[config.mk]
export PLATFORM = sky130hd
export DESIGN_NAME = pcc_circuit_allocator
export DESIGN_NICKNAME = d
export VERILOG_FILES = /design/src/rtl/pcc_circuit_allocator_pkg.sv /design/src/rtl/pcc_circuit_allocator_rr_arbiter.sv /design/src/rtl/pcc_circuit_allocator.sv
export SDC_FILE = /design/constraint.sdc
export NUM_CORES = 1
export LEC_CHECK = 0
export BUFFER_PORTS_ARGS = -buffer_cell sky130_fd_sc_hd__buf_4
export CAP_MARGIN = 20
export CORE_ASPECT_RATIO = 1.75
export CORE_MARGIN = 4
export CORE_UTILIZATION = 60
export CTS_BUF_LIST = sky130_fd_sc_hd__clkbuf_4 sky130_fd_sc_hd__clkbuf_8
export DETAILED_ROUTE_END_ITERATION = 16
export PLACE_DENSITY = 0.88
export REMOVE_ABC_BUFFERS = 1
export SKIP_LAST_GASP = 1
export SLEW_MARGIN = 0
export SYNTH_ARGS = -nofsm -noshare
export SYNTH_HDL_FRONTEND = slang
export SYNTH_SLANG_ARGS = --single-unit
[constraint.sdc]
create_clock -name clk -period 3.9 [get_ports clk]
set_clock_uncertainty 0.05 [all_clocks]
set_input_delay 0.975 -clock clk [delete_from_list [all_inputs] [get_ports clk]]
set_output_delay 0.975 -clock clk [all_outputs]
set_load 0.03 [all_outputs]
[src/rtl/pcc_circuit_allocator_pkg.sv]
`default_nettype none
// ============================================================================
// Module      : pcc_pkg
// Description : Shared types and helpers for the PCC circuit allocator.
//               Provides the per-output state encoding, a one-hot test
//               for destination vectors and an index-to-one-hot decoder.
// Revision    : 1.0 - initial release
// ============================================================================
package pcc_pkg;

  // Helpers operate on a fixed 32-bit vector; callers zero-extend narrower
  // vectors and truncate results back to their own width.
  localparam int VEC_W = 32;

  typedef enum logic [1:0] {
    IDLE     = 2'd0,
    BUSY     = 2'd1,
    TEARDOWN = 2'd2
  } out_state_e;

  // True when exactly one bit of v is set.
  function automatic logic is_onehot(input logic [VEC_W-1:0] v);
    return (v != '0) && ((v & (v - 32'd1)) == '0);
  endfunction

  // Single bit set at position idx.
  function automatic logic [VEC_W-1:0] idx_to_onehot(input int unsigned idx);
    return 32'd1 << idx;
  endfunction

endpackage
`default_nettype wire

[src/rtl/pcc_circuit_allocator_rr_arbiter.sv]
`default_nettype none
// ============================================================================
// Module      : pcc_rr_arbiter
// Description : Round-robin arbiter for one allocator output. Searches the
//               request vector starting at the stored pointer and returns a
//               one-hot grant plus its index; the pointer moves to the slot
//               after the winner whenever a grant is produced.
// Ports       : clk, reset (async, active-low)
//               req_i       [PORTS]  requests for this output
//               gnt_o       [PORTS]  one-hot grant (combinational)
//               gnt_idx_o   [IDXW]   index of the granted requester
//               gnt_valid_o          a grant is present this cycle
// Revision    : 1.0 - initial release
// ============================================================================
module pcc_rr_arbiter
  import pcc_pkg::*;
#(
  parameter int PORTS = 4,
  parameter int IDXW  = (PORTS > 1) ? $clog2(PORTS) : 1
) (
  input  logic              clk,
  input  logic              reset,
  input  logic [PORTS-1:0]  req_i,
  output logic [PORTS-1:0]  gnt_o,
  output logic [IDXW-1:0]   gnt_idx_o,
  output logic              gnt_valid_o
);

  logic [IDXW-1:0] ptr_q;
  logic [IDXW-1:0] ptr_d;
  logic [IDXW:0]   slot;
  logic            found;

  always_comb begin
    gnt_o       = '0;
    gnt_idx_o   = '0;
    gnt_valid_o = 1'b0;
    found       = 1'b0;
    slot        = '0;
    for (int k = 0; k < PORTS; k++) begin
      // One extra bit so ptr+k never overflows before the modulo wrap.
      slot = {1'b0, ptr_q} + (IDXW + 1)'(k);
      if (slot >= (IDXW + 1)'(PORTS)) begin
        slot = slot - (IDXW + 1)'(PORTS);
      end
      if (!found && req_i[slot[IDXW-1:0]]) begin
        found                   = 1'b1;
        gnt_o[slot[IDXW-1:0]]   = 1'b1;
        gnt_idx_o               = slot[IDXW-1:0];
      end
    end
    gnt_valid_o = found;

    ptr_d = ptr_q;
    if (found) begin
      ptr_d = (gnt_idx_o == IDXW'(PORTS - 1)) ? '0 : gnt_idx_o + IDXW'(1);
    end
  end

  always_ff @(posedge clk or negedge reset) begin
    if (!reset) begin
      ptr_q <= '0;
    end else begin
      ptr_q <= ptr_d;
    end
  end

endmodule
`default_nettype wire

[src/rtl/pcc_circuit_allocator.sv]
`default_nettype none
// ============================================================================
// Module      : pcc_circuit_allocator
// Description : PORTS x OUT_PORTS circuit allocator. Each output owns at most
//               one circuit, chosen round-robin among inputs with a valid
//               one-hot destination. Circuits end on release, on downstream
//               fail/cancel, or after TIMEOUT idle cycles (0 disables).
// Ports       : clk, reset (async, active-low)
//               req_valid_i/req_dest_i  setup requests (dest one-hot per input)
//               release_i, activity_i   per-input circuit end / flit moved
//               fail_i, cancel_i        per-output downstream kill
//               grant_o, deny_o         registered 1-cycle pulses per input
//               connections_o           bit i*OUT_PORTS+j: input i -> output j
//               occupied_o              output j owned by a circuit
// Revision    : 1.0 - initial release
// ============================================================================
module pcc_circuit_allocator
  import pcc_pkg::*;
#(
  parameter int PORTS     = 4,
  parameter int OUT_PORTS = 4,
  parameter int TIMEOUT   = 64
) (
  input  logic                        clk,
  input  logic                        reset,
  input  logic [PORTS-1:0]            req_valid_i,
  input  logic [PORTS*OUT_PORTS-1:0]  req_dest_i,
  input  logic [PORTS-1:0]            release_i,
  input  logic [PORTS-1:0]            activity_i,
  input  logic [OUT_PORTS-1:0]        fail_i,
  input  logic [OUT_PORTS-1:0]        cancel_i,
  output logic [PORTS-1:0]            grant_o,
  output logic [PORTS-1:0]            deny_o,
  output logic [PORTS*OUT_PORTS-1:0]  connections_o,
  output logic [OUT_PORTS-1:0]        occupied_o
);

  localparam int OWNW = (PORTS > 1) ? $clog2(PORTS) : 1;
  localparam int CNTW = (TIMEOUT > 0) ? $clog2(TIMEOUT + 1) : 1;
  localparam logic [CNTW-1:0] CNT_MAX  = CNTW'(TIMEOUT);
  // Timeout fires on the idle cycle that would carry the count to TIMEOUT,
  // so the deny appears after exactly TIMEOUT busy cycles.
  localparam logic [CNTW-1:0] CNT_LAST = CNTW'(TIMEOUT - 1);

  out_state_e                    state_q [OUT_PORTS];
  out_state_e                    state_d [OUT_PORTS];
  logic [OUT_PORTS-1:0][OWNW-1:0] owner_q, owner_d;
  logic [OUT_PORTS-1:0][CNTW-1:0] cnt_q, cnt_d;
  logic [PORTS-1:0]              grant_q, grant_d;
  logic [PORTS-1:0]              deny_q, deny_d;

  logic [PORTS-1:0]              owns, eligible, malformed;
  logic [OUT_PORTS-1:0][PORTS-1:0] arb_req, arb_gnt;
  logic [OUT_PORTS-1:0][OWNW-1:0] arb_idx;
  logic [OUT_PORTS-1:0]          arb_valid;
  logic [OUT_PORTS-1:0]          timeout_hit;
  logic [PORTS-1:0]              owner_row [OUT_PORTS];

  // Request qualification. An input that saw grant/deny this cycle is
  // ignored so a still-high req_valid_i is not acted on twice.
  always_comb begin
    owns      = '0;
    eligible  = '0;
    malformed = '0;
    arb_req   = '0;
    for (int i = 0; i < PORTS; i++) begin
      for (int j = 0; j < OUT_PORTS; j++) begin
        if (state_q[j] == BUSY && owner_q[j] == OWNW'(i)) begin
          owns[i] = 1'b1;
        end
      end
      if (req_valid_i[i] && !owns[i] && !grant_q[i] && !deny_q[i]) begin
        if (is_onehot(32'(req_dest_i[i*OUT_PORTS +: OUT_PORTS]))) begin
          eligible[i] = 1'b1;
        end else begin
          malformed[i] = 1'b1;
        end
      end
    end
    for (int j = 0; j < OUT_PORTS; j++) begin
      for (int i = 0; i < PORTS; i++) begin
        arb_req[j][i] = eligible[i] && req_dest_i[i*OUT_PORTS + j] &&
                        (state_q[j] == IDLE);
      end
    end
  end

  for (genvar j = 0; j < OUT_PORTS; j++) begin : g_arb
    pcc_rr_arbiter #(
      .PORTS (PORTS),
      .IDXW  (OWNW)
    ) u_arb (
      .clk         (clk),
      .reset       (reset),
      .req_i       (arb_req[j]),
      .gnt_o       (arb_gnt[j]),
      .gnt_idx_o   (arb_idx[j]),
      .gnt_valid_o (arb_valid[j])
    );
  end

  always_comb begin
    timeout_hit = '0;
    for (int j = 0; j < OUT_PORTS; j++) begin
      timeout_hit[j] = (TIMEOUT > 0) && (state_q[j] == BUSY) &&
                       !activity_i[owner_q[j]] && (cnt_q[j] == CNT_LAST);
    end
  end

  // Per-output FSM. Kill (fail/cancel/timeout) outranks release, so a
  // simultaneous release still produces the deny.
  always_comb begin
    grant_d = '0;
    deny_d  = malformed;
    for (int j = 0; j < OUT_PORTS; j++) begin
      state_d[j] = state_q[j];
      owner_d[j] = owner_q[j];
      cnt_d[j]   = cnt_q[j];
      case (state_q[j])
        IDLE: begin
          if (arb_valid[j]) begin
            state_d[j] = BUSY;
            owner_d[j] = arb_idx[j];
            cnt_d[j]   = '0;
            grant_d    = grant_d | arb_gnt[j];
          end
        end
        BUSY: begin
          if (fail_i[j] || cancel_i[j] || timeout_hit[j]) begin
            state_d[j]             = TEARDOWN;
            cnt_d[j]               = '0;
            deny_d[owner_q[j]]     = 1'b1;
          end else if (release_i[owner_q[j]]) begin
            state_d[j] = IDLE;
            cnt_d[j]   = '0;
          end else if (activity_i[owner_q[j]]) begin
            cnt_d[j] = '0;
          end else if (cnt_q[j] != CNT_MAX) begin
            cnt_d[j] = cnt_q[j] + CNTW'(1);
          end
        end
        TEARDOWN: state_d[j] = IDLE;
        default:  state_d[j] = IDLE;
      endcase
      if (TIMEOUT == 0) begin
        cnt_d[j] = '0;
      end
    end
  end

  always_ff @(posedge clk or negedge reset) begin
    if (!reset) begin
      grant_q <= '0;
      deny_q  <= '0;
      owner_q <= '0;
      cnt_q   <= '0;
      for (int j = 0; j < OUT_PORTS; j++) begin
        state_q[j] <= IDLE;
      end
    end else begin
      grant_q <= grant_d;
      deny_q  <= deny_d;
      owner_q <= owner_d;
      cnt_q   <= cnt_d;
      for (int j = 0; j < OUT_PORTS; j++) begin
        state_q[j] <= state_d[j];
      end
    end
  end

  // Crossbar matrix and occupancy follow directly from state/owner, so an
  // asynchronous reset clears them without waiting for a clock.
  always_comb begin
    connections_o = '0;
    occupied_o    = '0;
    for (int j = 0; j < OUT_PORTS; j++) begin
      occupied_o[j] = (state_q[j] == BUSY);
      owner_row[j]  = PORTS'(idx_to_onehot(32'(owner_q[j])));
      for (int i = 0; i < PORTS; i++) begin
        connections_o[i*OUT_PORTS + j] = occupied_o[j] && owner_row[j][i];
      end
    end
  end

  assign grant_o = grant_q;
  assign deny_o  = deny_q;

endmodule
`default_nettype wire

After elaboration in Yosys (flattened, before gate mapping)

Index checks and enable logic that the tools add are counted.

Equal/unequal tests: 40
Bitwise logic cells: 23
Add/sub/neg operators: 40
Shift operators: 4
$mul: 0
Multiplexer cells: 244
Reductions and logical operators: 188
Order comparisons: 56
Divide/modulo/power cells: 0

Operator list:

| operator                                                                            | number |
|---|---|
| 7-bit two-way mux                                                                   | 20 |
| 4-bit by 32-bit AND with 32-bit output                                              | 4 |
| 32-bit zero test                                                                    | 4 |
| 4-bit two-way mux                                                                   | 32 |
| 1-bit logical AND                                                                   | 120 |
| 2-bit two-way mux                                                                   | 48 |
| 1-bit two-way mux                                                                   | 92 |
| 4-bit bitwise OR                                                                    | 19 |
| 2-bit by 3-bit < comparator with 1-bit output, second input constant                | 20 |
| 7-bit one-hot mux with 2 select lines                                               | 4 |
| 1-bit binary-select mux with 2-bit select                                           | 24 |
| 1-bit demux with 2-bit select                                                       | 20 |
| 2-bit by 1-bit greater-or-equal comparator with 1-bit output, second input constant | 20 |
| 3-bit greater-or-equal comparator, second input constant                            | 12 |
| 2-bit by 1-bit subtractor with 2-bit output, second input constant                  | 16 |
| 7-bit by 1-bit adder with 7-bit output, second input constant                       | 4 |
| 7-bit by 6-bit equality test with 1-bit output, second input constant               | 4 |
| 1-bit zero test                                                                     | 28 |
| 7-bit != test, second input constant                                                | 4 |
| 2-bit by 2-bit adder with 3-bit output, second input constant                       | 8 |
| 2-bit equality test, second input constant                                          | 12 |
| 5-bit by 1-bit != test with 1-bit output, second input constant                     | 4 |
| 4-bit by 1-bit subtractor with 5-bit output, second input constant                  | 4 |
| 2-bit by 1-bit equality test with 1-bit output, second input constant               | 8 |
| other kinds (13)                                                                    | 64 |

Bits in read-only memories: 0
Bits of input ports: 38
Flip-flop bits (word level): 60
Memories kept: 0
Bits in latches: 0
Memory bits (writable): 0
Output and inout bits: 28
Logic and storage cells: 613

Longest topological paths before layout

Gate-level depths: netlist of the first run.

Word-level depth: 36
Gate-level depth with buffers: 13
Mapped depth without buffers: 12

Hierarchy

From an unflattened synthesis of the first run, not the netlist that was laid out.

Cells, all modules: 578
Area total of the unflattened synthesis: 5584.1 um^2

By module, submodules not included:

| module                               | cells an instance | area an instance (um^2) | times used | sequential area each (um^2) |
|---|---|---|---|---|
| pcc_circuit_allocator                | 360               | 3519.6                  | 1          | 1301.2 |
| pcc_rr_arbiter at g_arb[1].u_arb ... | 54                | 534.3                   | 2          | 50.0 |
| pcc_rr_arbiter at g_arb[0].u_arb ... | 55                | 498.0                   | 2          | 50.0 |

Worst setup path after synthesis of the first run

OpenSTA, ideal clock, no wires.

Path type: reg-to-reg
Start: register owner_q[0] (netlist bit)
End: register g_arb[1].u_arb.ptr_q[0]
Setup time: 0.083 ns
Cell stages (with the launch flop): 12
Data arrival time: 3.909 ns
Setup slack: -0.141 ns
Data required time: 3.767 ns
Path buffers: 1
Period minus slack after synthesis: 4.041 ns
Cells stage by stage: dfrtp_1 > nor4b_1 > or4b_1 > clkbuf_1 > nor4_1 > nor3_1 > a211oi_1 > o21ai_1 > mux2_2 > ha_1 > or3_1 > o21ai_0

RTL lines:

| element                | line                                   | source |
|---|---|---|
| start, declared        | pcc_circuit_allocator.sv:47            | `logic [OUT_PORTS-1:0][OWNW-1:0] owner_q, owner_d;` |
| start signal, assigned | pcc_circuit_allocator.sv:163           | `owner_q <= owner_d;` |
| end signal, assigned   | pcc_circuit_allocator_rr_arbiter.sv:64 | `ptr_q <= ptr_d;` |
| end, declared          | pcc_circuit_allocator_rr_arbiter.sv:29 | `logic [IDXW-1:0] ptr_q;` |

Final worst setup path of the first run

Start: input req_dest_i[13]
End: register g_arb[3].u_arb.ptr_q[1]

Longest elaborated chain between the ends: 22
Elaborated cells on any way between the ends: 34
Those cells by class: 2 x add/sub; 1 x eq/ne; 19 x mux; 1 x bitwise; 11 x reduce/logical

RTL lines:

| element                                                                              | line                                   | source |
|---|---|---|
| start, declared                                                                      | pcc_circuit_allocator.sv:27            | `input logic [PORTS*OUT_PORTS-1:0] req_dest_i,` |
| 4-bit by 1-bit subtractor with 5-bit output                                          | pcc_circuit_allocator_pkg.sv:23        | `return (v != '0) && ((v & (v - 32'd1)) == '0);` |
| 4-bit by 32-bit AND with 32-bit output                                               | pcc_circuit_allocator_pkg.sv:23        |  |
| 32-bit zero test                                                                     | pcc_circuit_allocator_pkg.sv:23        |  |
| 1-bit logical AND *                                                                  | pcc_circuit_allocator_pkg.sv:23        |  |
| 1-bit two-way mux *                                                                  | pcc_circuit_allocator.sv:73            | `if (is_onehot(32'(req_dest_i[i*OUT_PORTS +: OUT_PORTS]))) begin` |
| 1-bit two-way mux *                                                                  | pcc_circuit_allocator.sv:72            | `if (req_valid_i[i] && !owns[i] && !grant_q[i] && !deny_q[i]) begin` |
| 1-bit logical AND * (2 in a row)                                                     | pcc_circuit_allocator.sv:82            | `arb_req[j][i] = eligible[i] && req_dest_i[i*OUT_PORTS + j] &&` |
| 1-bit binary-select mux with 2-bit select                                            | pcc_circuit_allocator_rr_arbiter.sv:46 | `if (!found && req_i[slot[IDXW-1:0]]) begin` |
| [... 5 more ...]                                                                     | --                                     |  |
| 1-bit zero test                                                                      | pcc_circuit_allocator_rr_arbiter.sv:46 |  |
| 1-bit logical AND                                                                    | pcc_circuit_allocator_rr_arbiter.sv:46 |  |
| 1-bit two-way mux                                                                    | pcc_circuit_allocator_rr_arbiter.sv:46 |  |
| 1-bit zero test                                                                      | pcc_circuit_allocator_rr_arbiter.sv:46 |  |
| 1-bit logical AND                                                                    | pcc_circuit_allocator_rr_arbiter.sv:46 |  |
| 2-bit two-way mux                                                                    | pcc_circuit_allocator_rr_arbiter.sv:46 |  |
| 2-bit by 1-bit adder with 2-bit output / 2-bit equality test (equally long branches) | pcc_circuit_allocator_rr_arbiter.sv:56 | `ptr_d = (gnt_idx_o == IDXW'(PORTS - 1)) ? '0 : gnt_idx_o + IDXW'(1);` |
| 2-bit two-way mux                                                                    | pcc_circuit_allocator_rr_arbiter.sv:56 |  |
| end signal, assigned                                                                 | pcc_circuit_allocator_rr_arbiter.sv:64 |  |
| end, declared                                                                        | pcc_circuit_allocator_rr_arbiter.sv:29 |  |

Every way passes the cells marked *; elsewhere a longest branch is shown, timed or not. The select of a mux whose other input is x is not followed.
A chain may end at the register's enable or synchronous reset.

==> impl_metrics.csv, run 1 <==
group,metric,value,unit
outcome,status,"finished, final reports clean",
finish,fin_cells,886,
placement,place_congestion,1.087,
route,wire_per_inst,22.89,um
clock_network,htreeDepth,3,
critical_path,cp_cell_sequence,"buf_4 > or4b_2 > o311ai_1 > buf_4 > nor4b_1 > buf_4 > nor2_1 > nand3b_1 > a21oi_1 > o32ai_1 > mux2i_1",
clock_network,hold_buffers,0,
global_routing,grt.overflow.total,0,
placement,place_hpwl,16.06,mm
sta,max_freq,268.8,MHz
finish,nets,832,
clock_network,cts_root_buf,"clkbuf_8",
yosys,synth-async-reset-ratio,1.000,
die,die_area,0.01067,sq mm
critical_path,cp_max_fo,6,
route,drcViolationCount,0,
placement,port_buffers,65,
die,num_io_pins,66,
sta,slew_viol_final,0,
finish,layout_commonest_cell,"buf_4",
yosys,synth-seq-area-share,0.2771,
finish,area_delta_synth_final,26.12,%
yosys,synthCells,617,
pwr,p_leak,3.140,nW
sta,rsz0062_at_grt,"no",
die,die_h,133.7,um
finish,drive_above_1_share,0.2822,
job,drv_cap,0,
finish,final_cell_mix,"153 x buf_4, 60 x dfrtp_1, 51 x nand2_1",
clock_network,cts.sinks,60,
critical_path,crit_path_end_kind,"flop",
yosys,avgSynthCellArea,8.781,sq um
sta,timing.slew.headroom,0.4625,
yosys,ys_ff_latch,60,
route,wirelength,20.28,mm
critical_path,cp.arrival,3.88,ns
clock_network,clockBufferDepth,2,
critical_path,slowest_delay,0.69,ns
route,via_count,6090,
global_routing,grt_max_degree,61,
sta,fin_crit_sh,0.9540,
critical_path,required,4.06,ns
die,design.core.area,0.008727,sq mm
sta,period_minus_slack,3.721,ns
route,viasPerCell,6.874,
global_routing,grt_antenna_before_repair,0,
route,ant_nets,0,
sta,tns,0,ns
critical_path,cp_common_cell,"buf_4",
sta,tightest_slew,0.7962,ns
sta,setup_viol,0,
finish,antenna_cells,0,
placement,dp.cells,871,
clock_network,cts_buffers,9,
yosys,yosys.cell_types.count,79,
die,die_w,79.83,um
yosys,synth_area,0.005418,sq mm
pwr,irDropWorstVdd,405.8,uV
critical_path,slowest_stage,"or4b_2",
clock_network,clkTransAtPathRegs,0.07,ns
die,row_count,45,
global_routing,grt_pass1_vias,5899,
sta,holdWs,0.4747,ns
global_routing,gr-usage-all-layers,0.3799,
sta,finalHoldViolCount,0,
yosys,yosys_warnings,0,
global_routing,grt_pass1_wl,31.20,mm
critical_path,cp-start-kind,"input port",
min_path,hp-class,"reg -> reg",
yosys,synth-edff-count,0,
critical_path,crit_type,"in -> reg",
clock_network,cts_resized,0,
route,drtIter0Drc,774,
die,start_util,0.6208,
clock_network,cts_setup_buffers,0,
clock_network,cts_tree,"yes",
route,detail_route.first_pass.iterations,6,
clock_network,clock_latency,0.34,ns
pwr,power.density,515.6,mW/mm^2
yosys,ys.flop_type,"dfrtp_1",
## worst max-delay path, delay by kind of cell
kind | cells | cell delay (ns)
simple gates | 4 | 1.29
compound gates | 3 | 0.92
mux | 1 | 0.17
buf+inv | 3 | 0.53
## synthesized netlist by cell type (5+ instances only)
master     count  area, sq um
a2111oi_0      6        52.55
a211oi_1       8        60.06
a21o_1         7        52.55
a21oi_1       18        90.09
a22oi_1       10        75.07
and2_1        10        62.56
and3_1        12        75.07
and4_1         6        52.55
clkbuf_1      13        48.80
dfrtp_1       60         1501
ha_1          29        362.9
inv_1         39        146.4
mux2_2         7        78.83
mux2i_1        7        70.07
mux4_2        15        337.8
nand2_1       51        191.4
nand2b_1       8        50.05
nand3_1       30        150.1
nand4_1       16        100.1
nor2_1        38        142.6
nor2b_1        9        56.30
nor3_1        14        70.07
nor4_1        10        62.56
nor4b_1        7        61.31
o21a_1         5        37.54
o21ai_0       45        225.2
or2_2          9        56.30
or3_1         15        93.84
or4b_1         6        60.06
xnor2_1        7        61.31
## registers in the layout (all words and copies together) (netlist names), named ones only
name               flops
g_arb.u_arb.ptr_q      5
state_q                8
owner_q                8
cnt_q                 28
grant_o                4
deny_o                 4
## stage by stage
stage                     instance area [sq um]  worst slack (ns)  utilization  total power [mW]
after floorplan                            5355          -0.05152            -             2.113
after global placement                     6650           -0.1695       0.7620             2.866
after detailed placement                   6650           -0.2264       0.7620             2.912
after CTS                                  6827            0.1323       0.7822             3.445
after global routing                       6833         0.0009659       0.7829             3.674
final                                      6833            0.1793       0.7829             3.523
## layout make-up
type                    count  area [sq um]
multi-input cells         501          3710
fillers                   594          1894
flip-flops and latches     60          1501
repair buffers            153          1149
clock buffers              11         151.4
inverters                  40         150.1
well taps                 117         146.4
clock inverters             4         25.02
## report_power, final
group	internal, mW	switching (mW)	total [mW]	leakage [nW]
clock network	0.260	0.271	0.531	0.0872
registers	0.750	0.288	1.04	0.790
logic	0.847	1.11	1.95	2.26
total	1.86	1.67	3.52	3.14
## cell families after synthesis
logic type                 after synthesis  share of synthesized area
buffers and inverters                   56                    0.03926
xor gates and xnor gates                11                    0.02032
AOI/OAI and AO/OA                      154                     0.2037
muxes                                   30                    0.09192
DFF                                     60                     0.2771
and+or+nand+nor                        277                     0.3007
adders and majority gates               29                    0.06697
## per-layer routing
layer  wire, um  up-vias  GRT usage  share of wire
met3       1398      102    0.04804          0.069
li1           -     2673          -              -
met2      10390      421     0.6670           0.51
met5          0        -          0              0
met4       1479        0     0.2406          0.073
met1       7015     2894     0.4224           0.35
## final timing paths
path | start | endpoint | slack (ns) | depth (start not counted)
worst max-delay path | req_dest_i[13] | g_arb[3].u_arb.ptr_q[1]$_DFFE_PN0N_ | 0.18 | 11
max in group asynchronous | reset | state_q[3]$_DFFE_PN0P_ | 2.60 | 1
worst min register to register | cnt_q[20]$_DFFE_PN0P_ | cnt_q[20]$_DFFE_PN0P_ | 0.47 | 1
min in group asynchronous | reset | owner_q[1]$_DFFE_PN0P_ | 0.66 | 1
worst min-delay path | cnt_q[20]$_DFFE_PN0P_ | cnt_q[20]$_DFFE_PN0P_ | 0.47 | 1
worst max register to register | state_q[6]$_DFFE_PN0P_ | g_arb[1].u_arb.ptr_q[0]$_DFFE_PN0N_ | 0.32 | 12
Note: power is estimated with default switching activity, not from simulation.
==> inputs of run 2 (changes only) <==
Settings changed: GPL_TIMING_DRIVEN from default to 0, PLACE_DENSITY 0.88 to default, PLACE_DENSITY_LB_ADDON from default to 0.3.
==> run 2 against run 1 <==
Against the previous run:
- maximum frequency shrank 3.9%
- non-clock buffer count shrank 77
- worst hold slack better by 0.0033 ns
- sequential power about the same
- flip-flop and latch count unchanged
- total power decreased by 5.5%
- worst setup slack worse by 0.15 ns
- global-route usage shrank 4.2 points
- largest power group unchanged
- highest routed layer unchanged
==> impl_metrics.csv, run 2 (synthesis gave the netlist of run 1 again) <==
group,metric,value,unit
outcome,status,"finished, final reports clean",
sta,max_freq,258.3,MHz
finish,nets,755,
clock_network,clkTransAtPathRegs,0.08,ns
clock_network,hold_buffers,0,
route,detail_route.first_pass.iterations,5,
die,die_area,0.01067,sq mm
pwr,p_leak,2.779,nW
die,die_h,133.7,um
global_routing,grt_antenna_before_repair,0,
finish,antenna_cells,0,
critical_path,crit_path_end_kind,"flop",
job,drv_cap,0,
route,drtIter0Drc,453,
finish,fillerInstances,678,
sta,tns,0,ns
finish,layout.area.seq,0.001501,sq mm
placement,place_congestion,0.9696,
route,ant_nets,0,
clock_network,cts_root_buf,"clkbuf_8",
clock_network,cts.sinks,60,
sta,rsz0062_at_grt,"yes",
global_routing,grt.overflow.total,0,
finish,drive_above_1_share,0.2222,
finish,largest_reg_flops,28,
global_routing,grt_pass1_wl,27.99,mm
min_path,hold_depth,1,
clock_network,cts_buffers,9,
finish,reg_top3,"cnt_q: 28 flops, owner_q: 8 flops, state_q: 8 flops",
placement,place_hpwl,13.51,mm
sta,slew_viol_final,0,
global_routing,grt_max_degree,61,
die,start_util,0.6208,
route,drcViolationCount,0,
sta,period_minus_slack,3.871,ns
min_path,hp-class,"reg -> reg",
sta,tightest_slew,1.136,ns
clock_network,cts_tree,"yes",
global_routing,grt_pass1_vias,5479,
sta,fin_crit_sh,0.9925,
die,num_io_pins,66,
critical_path,required,4.12,ns
critical_path,cp-start-kind,"input port",
pwr,irDropWorstVdd,300.0,uV
finish,largest_register,"cnt_q",
sta,finalHoldViolCount,0,
finish,final_cell_mix,"73 x buf_4, 60 x dfrtp_1, 51 x nand2_1",
clock_network,htreeDepth,3,
clock_network,clock_latency,0.36,ns
finish,fin_cells,810,
clock_network,clockBufferDepth,2,
critical_path,crit_type,"in -> reg",
placement,dp.cells,784,
die,die_w,79.83,um
critical_path,cp.arrival,4.09,ns
route,wire_per_inst,21.83,um
critical_path,cp_max_fo,5,
route,viasPerCell,6.893,
route,via_count,5583,
pwr,power.density,522.6,mW/mm^2
sta,timing.slew.headroom,0.2327,
finish,multiInputGateArea,0.003811,sq mm
die,design.core.area,0.008727,sq mm
sta,setup_viol,0,
die,row_count,45,
placement,port_buffers,65,
critical_path,regToRegSetupSlack,0.14,ns
critical_path,r2r_cells,10,
finish,area_delta_synth_final,17.64,%
sta,setup_slack,0.02924,ns
finish,layout_commonest_cell,"buf_4",
route,wirelength,17.68,mm
placement,dp_slack,-0.6883,ns
global_routing,gr-usage-all-layers,0.3377,
finish,final_core_util,0.7303,
[run 2: path summary, 6_finish.rpt]
check | to | startpoint
worst max register to register | g_arb[1].u_arb.ptr_q[0]$_DFFE_PN0N_ | owner_q[0]$_DFFE_PN0P_
min in group asynchronous | cnt_q[0]$_DFFE_PN0P_ | reset
worst min-delay path | cnt_q[24]$_DFFE_PN0P_ | cnt_q[24]$_DFFE_PN0P_
worst min register to register | cnt_q[24]$_DFFE_PN0P_ | cnt_q[24]$_DFFE_PN0P_
max in group asynchronous | state_q[0]$_DFFE_PN0P_ | reset
worst max-delay path | g_arb[1].u_arb.ptr_q[0]$_DFFE_PN0N_ | req_valid_i[3]
[run 2: where the power goes]
| part | switching [mW] | internal, mW |
|---|---|---|
| sequential | 0.288 | 0.750 |
| combinational | 1.01 | 0.700 |
| clock | 0.277 | 0.301 |
| total | 1.58 | 1.75 |
[run 2: repair_timing]
action | CTS | global route
setup buffers | 4 | 4
pin swaps | 3 | 5
setup endpoints to repair | 3 | 6
resized for setup | 11 | 7
[run 2: area by class of cell]
| class | count | share of cell area |
|---|---|---|
| multi-input cells | 501 | 0.5980 |
| inverters | 40 | 0.02356 |
| clock buffers | 10 | 0.02061 |
| clock inverters | 6 | 0.01021 |
| well taps | 117 | 0.02297 |
| flip-flops and latches | 60 | 0.2356 |
| repair buffers | 76 | 0.08912 |
[run 2: layer usage]
metal	track usage	share of wire	up-vias
met1	0.3889	0.36	2683
met4	0.2321	0.080	0
met5	0	0	-
met2	0.5660	0.50	284
li1	-	-	2529
met3	0.04736	0.056	87
[run 2: per-stage QoR]
stage / area, sq um / power (mW) / hold slack [ns]
after global routing: 6374 / 3.521 / 0.4986
after floorplan: 5355 / 2.113 / 0.4196
after global placement: 5989 / 2.612 / 0.4490
after CTS: 6289 / 3.265 / 0.4743
final: 6374 / 3.331 / 0.4780
after detailed placement: 6000 / 2.658 / 0.4641
[run 2: critical path, stage by stage]
cell and delay, ns:
buf_4 0.07, or3b_2 0.47, nor4_2 0.45, nand4_1 0.27, nand3_1 0.18, or3b_1 0.43
o21ai_2 0.21, mux2_2 0.39, ha_1 0.21, or3_1 0.35, o21ai_0 0.09
==> inputs of run 3 (changes only) <==
--- a/config.mk
+++ b/config.mk
@@ -7,2 +7,3 @@
 export LEC_CHECK = 0
+export ABC_AREA = 1
 export BUFFER_PORTS_ARGS = -buffer_cell sky130_fd_sc_hd__buf_4
==> constraint.sdc (replaced) <==
create_clock -name clk -period 3.9 [get_ports clk]
set_clock_uncertainty 0.05 [all_clocks]
set_input_delay 0.585 -clock clk [delete_from_list [all_inputs] [get_ports clk]]
set_output_delay 0.585 -clock clk [all_outputs]
set_load 0.03 [all_outputs]
==> run 3 against run 2 <==
Against the previous run:
- synthesized cell count increased by 52%
- largest cell class unchanged
- clock-buffer cell count grew 3
- maximum frequency increased by 25%
- sequential power is essentially flat
- non-clock buffer count decreased by 11
- total power up 61%
- largest power group unchanged
- highest routed layer unchanged
- core utilization is 3.8 points lower
==> impl_metrics.csv, run 3 <==
group,metric,value,unit
outcome,status,"finished, final reports clean",
global_routing,grt_pass1_wl,26.55,mm
die,design.core.area,0.009849,sq mm
yosys,yosys_warnings,0,
yosys,synth_area_leaders,"dfrtp_1 25%, nand2_1 17%, inv_1 8.0%",
global_routing,grt_antenna_before_repair,0,
route,via_count,6347,
sta,timing.slew.headroom,0.3902,
yosys,ys_ff_latch,60,
route,wirelength,15.83,mm
yosys,synth-edff-count,0,
route,viasPerCell,5.607,
critical_path,regToRegSetupSlack,0.80,ns
placement,port_buffers,65,
sta,rsz0062_at_grt,"no",
finish,antenna_cells,0,
global_routing,grt.overflow.total,0,
sta,setup_slack,0.7991,ns
sta,finalHoldViolCount,0,
sta,setup_viol,0,
route,drcViolationCount,0,
clock_network,cts_tree,"yes",
die,die_area,0.01185,sq mm
die,start_util,0.6164,
yosys,synth-seq-area-share,0.2473,
pwr,p_leak,3.637,nW
yosys,ys_top_cells_by_count,"270 x nand2_1, 130 x inv_1, 88 x nor2_1",
sta,max_freq,322.5,MHz
critical_path,cp-endpoint,"g_arb[1].u_arb.ptr_q[1]$_DFFE_PN0N_",
clock_network,hold_buffers,0,
finish,final_cell_mix,"270 x nand2_1, 130 x inv_1, 88 x nor2_1",
placement,dp.cells,1117,
yosys,yosys.cell_types.count,53,
die,row_count,48,
die,num_io_pins,66,
critical_path,crit_type,"reg -> reg",
critical_path,cp-start-kind,"flop",
critical_path,timing.rr.end,"g_arb[1].u_arb.ptr_q[1]$_DFFE_PN0N_",
route,detail_route.first_pass.iterations,5,
clock_network,cts_root_buf,"clkbuf_8",
finish,nets,1070,
die,die_w,84.04,um
finish,final_core_util,0.6927,
sta,fin_crit_sh,0.7951,
global_routing,gr-usage-all-layers,0.2709,
yosys,synth_top_area_share,0.2473,
finish,largest_reg_flops,28,
clock_network,cts_resized,0,
critical_path,cp_max_fo,11,
finish,drive_above_1_share,0.1847,
clock_network,cts_buffers,9,
global_routing,grt_max_degree,61,
critical_path,r2r_cells,17,
critical_path,cp.arrival,3.27,ns
finish,layout_commonest_cell,"nand2_1",
clock_network,cts_setup_buffers,0,
die,die_h,141.1,um
clock_network,clock_latency,0.35,ns
yosys,synth_area,0.006071,sq mm
route,ant_nets,0,
yosys,yosysMostFrequentCell,"nand2_1",
finish,fin_cells,1132,
job,drv_cap,0,
finish,largest_register,"cnt_q",
placement,dp_slack,0.8402,ns
sta,tightest_slew,0.9146,ns
clock_network,clkTransAtPathRegs,0.07,ns
finish,fillerInstances,909,
clock_network,htreeDepth,3,
finish,reg_top3,"cnt_q: 28 flops, owner_q: 8 flops, state_q: 8 flops",
placement,place_hpwl,12.56,mm
pwr,irDropWorstVdd,553.6,uV
global_routing,grt_pass1_vias,5915,
critical_path,required,4.07,ns
pwr,power.density,786.9,mW/mm^2
yosys,ys.flop_type,"dfrtp_1",
yosys,synth-async-reset-ratio,1.000,
sta,slew_viol_final,0,
route,wire_per_inst,13.98,um
route,drtIter0Drc,332,
critical_path,crit_path_end_kind,"flop",
sta,tns,0,ns
yosys,synthCells,935,
placement,place_congestion,0.9329,
yosys,yosys.area.top_type,"dfrtp_1",
min_path,hp-class,"in -> async",
clock_network,cts.sinks,60,
critical_path,cp-startpoint,"state_q[1]$_DFFE_PN0P_",
sta,period_minus_slack,3.101,ns
clock_network,clockBufferDepth,2,
critical_path,worstReg2RegStart,"state_q[1]$_DFFE_PN0P_",
yosys,avgSynthCellArea,6.493,sq um
finish,area_delta_synth_final,12.39,%
## run 3: changes by cell type in the layout (fill, tap and decap cells not counted), moves of 13 or more
cell | previous run | this run
or3_1 | 15 | 0
inv_1 | 39 | 130
o21ai_0 | 45 | 13
mux4_2 | 15 | 0
o21ai_1 | 1 | 20
inv_2 | 0 | 19
nand2_2 | 0 | 21
nor2_1 | 38 | 88
nand2_1 | 51 | 270
nand4_1 | 16 | 29
nand3_1 | 30 | 86
## run 3: stage by stage
stage               hold slack [ns]  cell area, sq um  power [mW]
global placement             0.4312              6646       4.757
detailed placement           0.4377              6646       4.825
floorplan                    0.2394              6002       3.870
CTS                          0.2854              6823       5.355
global route                 0.3232              6823       5.852
finish                       0.2607              6823       5.369
## run 3: kinds of logic (layout without fill, tap and decap cells)
family          count (synthesis)  after routing  share of synthesized area
simple gates                  574            574                     0.4578
buf+inv                       163            235                     0.1076
flops                          60             60                     0.2473
xor+xnor                        8              8                    0.01154
fa+ha+maj                      29             29                    0.05977
mux                             3              3                   0.004947
compound gates                 98             98                     0.1111
## run 3: final cells by class
type / instances / area [sq um] / area share
Clock buffer: 13 / 166.4 / 0.02439
Clock inverter: 2 / 10.01 / 0.001467
Inverter: 155 / 584.3 / 0.08564
Multi-Input combinational cell: 712 / 3916 / 0.5740
Sequential cell: 60 / 1501 / 0.2201
Tap cell: 125 / 156.4 / 0.02292
Timing Repair Buffer: 65 / 488.0 / 0.07152
## run 3: worst min-delay path by stage
stage	start	end	slack, ns	cells after the start
6_report	reset	cnt_q[17]$_DFFE_PN0P_	0.26	1
2_1_floorplan	reset	asynchronous set/reset pin	0.24	0
5_1_grt	reset	cnt_q[15]$_DFFE_PN0P_	0.32	1
3_5_place_dp	cnt_q[10]$_DFFE_PN0P_	cnt_q[10]$_DFFE_PN0P_	0.44	2
3_3_place_gp	cnt_q[11]$_DFFE_PN0P_	cnt_q[11]$_DFFE_PN0P_	0.43	2
4_1_cts	reset	owner_q[1]$_DFFE_PN0P_	0.29	1
## run 3: layer usage
layer / up-vias / routed length [um] / track usage / part of all wire
met2: 267 / 7849 / 0.4746 / 0.50
met3: 50 / 1112 / 0.04620 / 0.070
met5: - / 0 / 0 / 0
li1: 3166 / - / - / -
met4: 0 / 707 / 0.1390 / 0.045
met1: 2864 / 6155 / 0.3125 / 0.39
## run 3: worst max-delay path: stages, from the launching register on
cell,delay (ns)
dfrtp_1,0.40
nor2_2,0.45
nand2_1,0.22
nand3_2,0.16
nor2_4,0.07
nand4_2,0.08
nand2_1,0.08
nand3_1,0.16
o21ai_4,0.11
nor2_4,0.25
nand3b_4,0.18
nand2_1,0.09
nand2_1,0.05
nand2_1,0.12
inv_1,0.06
ha_1,0.28
nand2_1,0.06
o21ai_0,0.08
## run 3: where the power goes
part           internal, mW  switching, mW
Combinational          1.19           2.60
Clock                 0.274          0.241
Sequential            0.814          0.254
